File: src/rtl/spi_pkg.sv
// Shared types and sensor register addresses for the SPI bus arbiter and its clients.
package spi_pkg;

  typedef enum logic [1:0] {
    ARB_IDLE   = 2'd0,
    ARB_LAUNCH = 2'd1,
    ARB_BUSY   = 2'd2,
    ARB_GAP    = 2'd3
  } arb_state_t;

  localparam logic [7:0] CTRL9_XL = 8'h18;
  localparam logic [7:0] CTRL4_C  = 8'h13;
  localparam logic [7:0] CTRL2_G  = 8'h11;
  localparam logic [7:0] CTRL1_XL = 8'h10;
  localparam logic [7:0] OUTX_L_G = 8'h22;

endpackage

File: src/rtl/spi_bus_arbiter_rr_picker.sv
// Combinational round-robin picker: first set request at or after ptr, wrapping at N.
module rr_picker #(
  parameter int N     = 3,
  parameter int PTR_W = $clog2(N)
) (
  input  logic [N-1:0]     req,
  input  logic [PTR_W-1:0] ptr,
  output logic             found,
  output logic [PTR_W-1:0] index
);

  localparam logic [PTR_W:0] N_EXT = (PTR_W + 1)'(N);

  logic [N-1:0]     rot_s;
  logic [PTR_W-1:0] off_s;
  logic [PTR_W:0]   sum_s;

  // rot_s[k] is requester (ptr + k) mod N
  assign rot_s = N'({req, req} >> ptr);

  // Lowest set offset in the rotated vector
  always_comb begin
    off_s = '0;
    for (int k = N - 1; k >= 0; k--) begin
      off_s = rot_s[k] ? PTR_W'(k) : off_s;
    end
  end

  assign sum_s = {1'b0, ptr} + {1'b0, off_s};
  assign found = |req;
  assign index = (sum_s >= N_EXT) ? PTR_W'(sum_s - N_EXT) : PTR_W'(sum_s);

endmodule

File: src/rtl/spi_bus_arbiter.sv
// Round-robin owner of a single-byte SPI engine: grants, launches, enforces CS-high gap
// and a BUSY watchdog, and returns per-requester completion with read data.
module spi_bus_arbiter
  import spi_pkg::*;
#(
  parameter int NUM_REQ        = 3,
  parameter int GAP_CYCLES     = 8,
  parameter int TIMEOUT_CYCLES = 4096
) (
  input  logic                       clk,
  input  logic                       reset,
  input  logic [NUM_REQ-1:0]         req_valid,
  input  logic [NUM_REQ*8-1:0]       req_addr,
  input  logic [NUM_REQ*8-1:0]       req_wdata,
  input  logic [NUM_REQ-1:0]         req_read,
  output logic [NUM_REQ-1:0]         req_done,
  output logic [7:0]                 rsp_rdata,
  output logic                       rsp_err,
  output logic [$clog2(NUM_REQ)-1:0] grant_id,
  output logic                       busy,
  output logic                       eng_enable,
  output logic [7:0]                 eng_addr,
  output logic [7:0]                 eng_wdata,
  output logic                       eng_read,
  input  logic [7:0]                 eng_rdata,
  input  logic                       eng_done
);

  localparam int ID_W  = $clog2(NUM_REQ);
  localparam int TO_W  = $clog2(TIMEOUT_CYCLES + 1);
  localparam int GAP_W = $clog2(GAP_CYCLES + 1);
  localparam logic [NUM_REQ-1:0] DONE_LSB = NUM_REQ'(1'b1);

  arb_state_t          state_r, next_state_s;
  logic [ID_W-1:0]     rr_ptr_r, next_ptr_s, pick_index_s, grant_id_r;
  logic                pick_found_s, grant_s, finish_s, to_expire_s, gap_last_s;
  logic [TO_W-1:0]     to_cnt_r;
  logic [GAP_W-1:0]    gap_cnt_r;
  logic [NUM_REQ-1:0]  req_done_r;
  logic [7:0]          rsp_rdata_r, eng_addr_r, eng_wdata_r;
  logic                rsp_err_r, busy_r, eng_enable_r, eng_read_r;

  rr_picker #(
    .N     (NUM_REQ),
    .PTR_W (ID_W)
  ) u_picker (
    .req   (req_valid),
    .ptr   (rr_ptr_r),
    .found (pick_found_s),
    .index (pick_index_s)
  );

  assign to_expire_s = (to_cnt_r == TO_W'(TIMEOUT_CYCLES - 1));
  assign gap_last_s  = (gap_cnt_r == GAP_W'(GAP_CYCLES - 1));
  assign next_ptr_s  = (grant_id_r == ID_W'(NUM_REQ - 1)) ? '0 : grant_id_r + ID_W'(1'b1);

  // Next-state and transition strobes
  always_comb begin
    next_state_s = state_r;
    grant_s      = 1'b0;
    finish_s     = 1'b0;
    case (state_r)
      ARB_IDLE: begin
        if (pick_found_s) begin
          grant_s      = 1'b1;
          next_state_s = ARB_LAUNCH;
        end else begin
          next_state_s = ARB_IDLE;
        end
      end
      ARB_LAUNCH: next_state_s = ARB_BUSY;
      ARB_BUSY: begin
        // eng_done wins over a same-cycle timeout
        if (eng_done || to_expire_s) begin
          finish_s     = 1'b1;
          next_state_s = ARB_GAP;
        end else begin
          next_state_s = ARB_BUSY;
        end
      end
      ARB_GAP: begin
        if (gap_last_s) begin
          next_state_s = ARB_IDLE;
        end else begin
          next_state_s = ARB_GAP;
        end
      end
      default: next_state_s = ARB_IDLE;
    endcase
  end

  // State register and registered control outputs
  always_ff @(posedge clk) begin
    if (reset) begin
      state_r      <= ARB_IDLE;
      eng_enable_r <= 1'b0;
      busy_r       <= 1'b0;
    end else begin
      state_r      <= next_state_s;
      eng_enable_r <= (state_r == ARB_LAUNCH);
      busy_r       <= (next_state_s != ARB_IDLE);
    end
  end

  // Grant capture, payload latch and round-robin pointer
  always_ff @(posedge clk) begin
    if (reset) begin
      grant_id_r  <= '0;
      rr_ptr_r    <= '0;
      eng_addr_r  <= 8'h00;
      eng_wdata_r <= 8'h00;
      eng_read_r  <= 1'b0;
    end else begin
      if (grant_s) begin
        grant_id_r  <= pick_index_s;
        eng_addr_r  <= req_addr[{pick_index_s, 3'b000} +: 8];
        eng_wdata_r <= req_wdata[{pick_index_s, 3'b000} +: 8];
        eng_read_r  <= req_read[pick_index_s];
      end
      if (finish_s) begin
        rr_ptr_r <= next_ptr_s;
      end
    end
  end

  // Watchdog and gap counters
  always_ff @(posedge clk) begin
    if (reset) begin
      to_cnt_r  <= '0;
      gap_cnt_r <= '0;
    end else begin
      if (state_r == ARB_LAUNCH) begin
        to_cnt_r <= '0;
      end else if (state_r == ARB_BUSY) begin
        to_cnt_r <= to_cnt_r + TO_W'(1'b1);
      end
      if (finish_s) begin
        gap_cnt_r <= '0;
      end else if (state_r == ARB_GAP) begin
        gap_cnt_r <= gap_cnt_r + GAP_W'(1'b1);
      end
    end
  end

  // Completion response; rsp_rdata only moves on a successful read
  always_ff @(posedge clk) begin
    if (reset) begin
      req_done_r  <= '0;
      rsp_rdata_r <= 8'h00;
      rsp_err_r   <= 1'b0;
    end else begin
      req_done_r <= finish_s ? (DONE_LSB << grant_id_r) : '0;
      if (finish_s) begin
        rsp_err_r <= ~eng_done;
        if (eng_done && eng_read_r) begin
          rsp_rdata_r <= eng_rdata;
        end
      end
    end
  end

  assign req_done   = req_done_r;
  assign rsp_rdata  = rsp_rdata_r;
  assign rsp_err    = rsp_err_r;
  assign grant_id   = grant_id_r;
  assign busy       = busy_r;
  assign eng_enable = eng_enable_r;
  assign eng_addr   = eng_addr_r;
  assign eng_wdata  = eng_wdata_r;
  assign eng_read   = eng_read_r;

endmodule

File: config.mk
export PLATFORM = sky130hd
export DESIGN_NAME = spi_bus_arbiter
export DESIGN_NICKNAME = d
export VERILOG_FILES = /design/src/rtl/spi_pkg.sv /design/src/rtl/spi_bus_arbiter_rr_picker.sv /design/src/rtl/spi_bus_arbiter.sv
export SDC_FILE = /design/constraint.sdc
export NUM_CORES = 1
export LEC_CHECK = 0
export ABC_AREA = 1
export CORE_ASPECT_RATIO = 2
export CORE_UTILIZATION = 30
export CTS_BUF_LIST = sky130_fd_sc_hd__clkbuf_16
export DETAILED_ROUTE_END_ITERATION = 10
export HOLD_SLACK_MARGIN = 0.1
export PLACE_DENSITY = 0.55
export RECOVER_POWER = 25
export SLEW_MARGIN = 10
export SYNTH_ARGS = -nofsm -noshare
export SYNTH_HDL_FRONTEND = slang
export SYNTH_SLANG_ARGS = --single-unit
File: constraint.sdc
create_clock -name clk -period 4 [get_ports clk]
set_clock_uncertainty 0.15 [all_clocks]
set_input_delay 1.2 -clock clk [delete_from_list [all_inputs] [get_ports clk]]
set_output_delay 1.2 -clock clk [all_outputs]
set_load 0.01 [all_outputs]
==> run summary, run 1 <==
Area leader, netlist -> dfxtp_1
Commonest non-fill, non-tap cell in the layout -> clkdlybuf4s50_1
CTS root buf -> clkbuf_16
Setup WS pre-CTS -> -0.2794 ns
Post-synth top flop -> dfxtp_1
Hpwl dp -> 6351 microns
Number of synthesized register bits -> 54
GRT Residual Overflow -> 0
Die Y -> 143.3 microns
Fin area -> 0.004327 sq mm
Top cells by area, synth -> dfxtp_1 (36%), nand2_1 (11%), nand3_1 (7.7%)
Hold Path Origin -> rsp_rdata[3]
PortBufs -> 97
DRC -> 0
Depth of the worst register-to-register path -> 17
Final setup margin -> 0.1940 ns
Worst Tran Pin Value -> 0.5498 ns
Post-DP Area -> 0.004070 sq mm
Utilization after layout -> 44.61%
Initial DRT Pass Iterations -> 4
Fin crit period -> 3.806 ns
Avg WL per Cell -> 12.69 microns
Mapped Nets -> 484
Largest net degree at the start of global routing -> 32
Leak -> 0.001749 uW
Site row count -> 51
Crit path largest cell delay -> 0.45 ns
Total track usage -> 16.49%
Slew HR -> 63.24%
Drt total wl -> 8237 microns
Status -> completed
Crit-path max FO -> 7
Final Max Tran Viols -> 0
Post-Syn Instances -> 414
Via density per instance -> 4.564
Ys async rst share -> 0%
Hold-critical path depth -> 2
Final hold vios -> 0
Via count of the first global-routing pass -> 2789
Hold worst-path end -> rsp_rdata[3]
Critical Path RT -> 4.04 ns
Ys Warns -> 0
RSZ-0062 raised after global routing -> no
Post-synthesis cell type count -> 39
Max cap viols -> 0
Detailed-route via count -> 2962
Nets@finish -> 586
Fmax -> 262.7 MHz
FF-to-FF setup slack -> 1.05 ns
CTS buffer count -> 5
Tcrit/Tclk final -> 95.15%
Iteration-0 DRC count of the detailed router -> 67
H-tree Lvls -> 2
Area fraction of the dominant cell type after synthesis -> 36.08%
Routed Antenna Nets -> 0
TNS Setup -> 0 ns
I/O pin cnt -> 98
Cells along the critical path -> clkdlybuf4s50_1 -> inv_1 -> o21ai_2 -> nand2_1 -> a22oi_2 -> ha_2 -> fa_1 -> ha_2 -> inv_4 -> nand3b_4 -> nand2_2 -> nand2_4 -> inv_6 -> buf_12 -> buf_4 -> a21oi_2 -> nor2_1 -> nor2_1
Initial antenna violation count -> 0
Final count of negative-setup-slack endpoints -> 0
Sink Count -> 54
Reg2reg start -> rr_ptr_r[0]
Critical Path AT -> 3.85 ns
Reg clk slew, reported paths -> 0.07 ns
Avg Cell Area, Syn -> 7.238 sq um
Max Root-Sink Buffers -> 2
Share of layout cells above drive strength 1 -> 15.47%
Commonest non-fill, non-tap cells in the layout -> clkdlybuf4s50_1 (92), nand2_1 (86), dfxtp_1 (54)
Ant. Diodes -> 0
Placed Cells -> 636
R2R Path End -> eng_addr[1]
Final std cells w/o fill -> 649
Worst setup EP type -> flip-flop
Startpoint Class -> primary input
Sequential cell area fraction in the yosys report -> 36.08%
CP max stage cell -> clkdlybuf4s50_1
VDD IR max -> 0.0002193 V
Total die area -> 0.01042 sq mm
CTS Hold Bufs -> 0
First-pass GRT wire length -> 13310 microns
Hold Path Class -> flip-flop to flip-flop
P&R area growth vs syn -> 44.38%
CP Class -> primary input to flip-flop
Post-Synthesis Cell Area -> 0.002997 sq mm
Final Wtd Congestion -> 0.7793
Post-synth EDFFs -> 0
CTS tree -> done
Skew-Pair Late Insertion Delay -> 0.29 ns
Die W -> 72.67 microns
Initial Util -> 30.90%
Core area -> 0.009699 sq mm
Cell Pwr Density -> 445.3 mW/mm^2
## state kept, by name, summed over array words and instances, names as in the netlist
name,cells
req_done,3
eng_read,1
grant_id,2
rsp_rdata,8
eng_addr,8
rsp_err,1
rr_ptr_r,2
eng_enable,1
state_r,2
to_cnt_r,13
eng_wdata,8
busy,1
gap_cnt_r,4
## how the worst max path moves through the flow
| stage | to | startpoint | slack (ns) | cells after the start |
|---|---|---|---|---|
| floorplan | eng_addr[7] | req_valid[1] | 0.42 | 18 |
| global placement | eng_addr[2] | req_valid[1] | -0.20 | 16 |
| detailed placement | eng_addr[6] | req_valid[1] | -0.28 | 18 |
| CTS | eng_addr[6] | req_valid[1] | 0.02 | 18 |
| global route | eng_addr[3] | req_valid[1] | 0.01 | 19 |
| finish | eng_addr[1] | req_valid[1] | 0.19 | 18 |
## metal layers
| metal | share of wire (%) | global-route usage, % | routed length (microns) | vias up |
|---|---|---|---|---|
| li1 | - | - | - | 1543 |
| met3 | 4.0 | 3.015 | 327 | 12 |
| met5 | 0 | 0 | 0 | - |
| met4 | 2.7 | 6.914 | 220 | 0 |
| met1 | 36 | 16.73 | 3004 | 1333 |
| met2 | 57 | 31.78 | 4685 | 74 |
## kinds of logic (layout without fill, tap and decap cells)
group                    count (synthesis)  count (layout)  share of synthesized area (%)
flip-flops                              54              54                          36.08
buffers and inverters                   59             162                          10.73
AO/OA/AOI/OAI                           71              71                          13.90
adder cells (fa/ha/maj)                  5               5                          2.338
AND/OR/NAND/NOR                        222             222                          36.08
XOR/XNOR                                 3               3                         0.8770
## synthesized netlist by cell type, types with 4 or more instances
cell	count
nand3_1	46
inv_2	6
ha_1	4
nand2_1	86
inv_1	35
buf_6	4
nor2_1	48
dfxtp_1	54
nand2_2	18
o21ai_0	26
a21oi_1	25
a21oi_2	14
nor3_1	5
clkbuf_1	4
## power by group
part	switching [uW]	total, uW	internal [uW]
combinational	400	764	364
clock	211	507	296
sequential	47.5	655	608
## area by class of cell
type / count / area [sq um]
Fill cell: 1026 / 5373
Tap cell: 132 / 165.2
Clock inverter: 3 / 45.04
Clock buffer: 5 / 125.1
Sequential cell: 54 / 1081
Inverter: 43 / 171.4
Multi-Input combinational cell: 301 / 1615
Timing Repair Buffer: 111 / 1124
## repair_timing
item | CTS | global route
gates resized for setup | 0 | 13
setup buffers | 0 | 4
setup endpoints to repair | 0 | 18
## stage by stage
step | power, uW | hold slack, ns
CTS | 1919 | 0.2992
floorplan | 1150 | 0.2970
global route | 2051 | 0.3154
global placement | 1400 | 0.2823
detailed placement | 1405 | 0.2883
finish | 1927 | 0.2955
## worst max-delay path: cells and delay by family
| kind | cells | cell delay, ns |
|---|---|---|
| AND/OR/NAND/NOR | 6 | 0.50 |
| adder cells (fa/ha/maj) | 3 | 0.87 |
| AO/OA/AOI/OAI | 3 | 0.36 |
| buffers and inverters | 6 | 0.91 |
(Power assumes the default switching activity.)
==> run 2: changes to the inputs <==
==> constraint.sdc (replaced) <==
create_clock -name clk -period 3.54 [get_ports clk]
set_clock_uncertainty 0.15 [all_clocks]
set_input_delay 1.062 -clock clk [delete_from_list [all_inputs] [get_ports clk]]
set_output_delay 1.062 -clock clk [all_outputs]
set_load 0.01 [all_outputs]
==> run 2 against run 1 <==
Clock power grew 12%. Wire length up 11%. Largest power group unchanged. Sequential share of layout area shrank 1.5 points. Global-route usage increased by 1.8 points. First-iteration DRC count increased by 30%. Critical endpoint is now eng_addr[2]. Sequential cell count did not move. Final cell count grew 2.2%. Power is 21% higher. Combinational power is 34% higher. Critical path depth grew 1. Sequential power up 13%. Via count increased by 4.1%.
==> run summary, run 2 (synthesis gave the netlist of run 1 again) <==
R2R Path End -> eng_addr[2]
Critical Path RT -> 3.58 ns
Total die area -> 0.01042 sq mm
Via density per instance -> 4.650
Share of layout cells above drive strength 1 -> 19.77%
Depth of the worst register-to-register path -> 17
Commonest non-fill, non-tap cell in the layout -> clkdlybuf4s50_1
Clock Power Share -> 24.4%
Total track usage -> 18.28%
Fin Hold WS -> 0.2948 ns
Internal Pwr Total -> 1502 uW
Hold worst-path end -> rsp_rdata[5]
DRC -> 0
Die W -> 72.67 microns
Final Wtd Congestion -> 0.7771
Final Max Tran Viols -> 0
Slew HR -> 62.36%
Hpwl dp -> 6412 microns
Nets@finish -> 600
Die Y -> 143.3 microns
CP max stage cell -> fa_1
Sink Count -> 54
GRT Residual Overflow -> 0
CTS tree -> done
PortBufs -> 97
Worst Tran Pin Value -> 0.5631 ns
Fmax -> 295.4 MHz
Iteration-0 DRC count of the detailed router -> 87
Status -> completed
Commonest non-fill, non-tap cells in the layout -> clkdlybuf4s50_1 (91), nand2_1 (83), dfxtp_1 (54)
CTS buffer count -> 5
Most used cell, CP -> nor2_1
Detailed-route via count -> 3083
Placed Cells -> 637
Combinational fraction of design power -> 43.7%
Crit path largest cell delay -> 0.44 ns
Crit-path max FO -> 7
Initial antenna violation count -> 0
Top reg by flops -> to_cnt_r
Cell Pwr Density -> 505.2 mW/mm^2
Max FFs per register -> 13
H-tree Lvls -> 2
Ant. Diodes -> 0
Reg power frac -> 31.9%
Hold Path Class -> flip-flop to flip-flop
Cells along the critical path -> buf_2 -> nand2_2 -> o21ai_2 -> nor2_1 -> inv_1 -> a22oi_2 -> ha_2 -> fa_1 -> ha_2 -> inv_2 -> nand3b_4 -> buf_6 -> nand2_8 -> clkinv_8 -> buf_8 -> nand3_1 -> nand2_1 -> nor2_1 -> nor2_1
First-pass GRT wire length -> 14560 microns
Via count of the first global-routing pass -> 3003
Core area -> 0.009699 sq mm
Reg2reg start -> rr_ptr_r[0]
Sw frac -> 35.33%
Utilization after layout -> 47.41%
Max cap viols -> 0
Max Root-Sink Buffers -> 2
Reg clk slew, reported paths -> 0.08 ns
Routed Antenna Nets -> 0
Fin crit period -> 3.385 ns
Site row count -> 51
FF-to-FF setup slack -> 0.48 ns
CTS root buf -> clkbuf_16
Critical Path AT -> 3.43 ns
Startpoint Class -> primary input
Tcrit/Tclk final -> 95.61%
Drt total wl -> 9133 microns
Final std cells w/o fill -> 663
Leak -> 0.001853 uW
P_sw -> 820.8 uW
VDD IR max -> 0.0002697 V
Final count of negative-setup-slack endpoints -> 0
Initial Util -> 30.90%
I/O pin cnt -> 98
Largest net degree at the start of global routing -> 32
Skew-Pair Late Insertion Delay -> 0.30 ns
Total power -> 2323 uW
Hold Path Origin -> rsp_rdata[5]
CP Class -> primary input to flip-flop
Initial DRT Pass Iterations -> 4
Worst setup EP type -> flip-flop
Final hold vios -> 0
Avg WL per Cell -> 13.78 microns
P&R area growth vs syn -> 53.44%
Hold-critical path depth -> 2
## run 2: changes by cell type in the layout (fill, tap and decap cells not counted), moves of 2 or more
cell | previous run | this run
clkinv_2 | 0 | 2
buf_12 | 2 | 4
buf_16 | 0 | 3
clkbuf_2 | 0 | 2
dlymetal6s2s_1 | 2 | 0
nand2_8 | 1 | 5
nand2_1 | 86 | 83
inv_2 | 5 | 7
clkinvlp_4 | 2 | 0
nand3_2 | 1 | 5
buf_4 | 11 | 13
buf_6 | 0 | 4
nand3_1 | 46 | 42
## run 2: layout make-up
cell class              instances  area, sq um
well taps                     132        165.2
clock buffers                   5        125.1
flip-flops and latches         54         1081
fillers                       999         5101
multi-input cells             304         1734
clock inverters                 3        40.04
inverters                      43        176.4
repair buffers                122         1276
## run 2: through the flow
stage | setup WS, ns | setup TNS (ns) | area (sq um)
2_1_floorplan | 0.1025 | 0 | 2997
3_3_place_gp | -0.5161 | -9.058 | 4078
3_5_place_dp | -0.6355 | -11.59 | 4078
4_1_cts | 0.01930 | 0 | 4563
5_1_grt | -0.04762 | -0.2632 | 4598
6_report | 0.1553 | 0 | 4598
## run 2: how the worst max path moves through the flow
stage	startpoint	end	slack (ns)
after CTS	req_valid[2]	eng_addr[3]	0.02
after floorplan	req_valid[1]	eng_addr[7]	0.10
after detailed placement	req_valid[1]	eng_wdata[0]	-0.64
after global routing	req_valid[0]	eng_addr[2]	-0.05
final	req_valid[0]	eng_addr[2]	0.16
after global placement	req_valid[1]	eng_addr[2]	-0.52
## run 2: per-layer routing
metal  track usage, %  up-vias  routed length (microns)
met5                0        -                        0
met1            17.90     1399                     3207
met2            35.91       88                     5281
met3            3.015       20                      331
li1                 -     1576                        -
met4            8.256        0                      312
## run 2: power groups by stage
stage | sequential, uW | clock [uW] | combinational [uW]
final | 740 | 568 | 1020
after global routing | 752 | 605 | 1100
after CTS | 740 | 580 | 1000
after detailed placement | 751 | 0 | 840
after global placement | 752 | 0 | 833
after floorplan | 777 | 0 | 523
## run 2: what timing repair did
action	in CTS	in global routing
gates cloned	6	0
hold buffers	0	0
gates resized for setup	30	17
endpoints found under the setup margin	19	19
buffers inserted	12	2
pin swaps	19	16
## run 2: worst max-delay path, delay by kind of cell
family,cells,cell delay [ns]
adders and majority gates,3,0.85
buffers and inverters,6,0.65
and+or+nand+nor,8,0.65
AOI/OAI and AO/OA,2,0.19
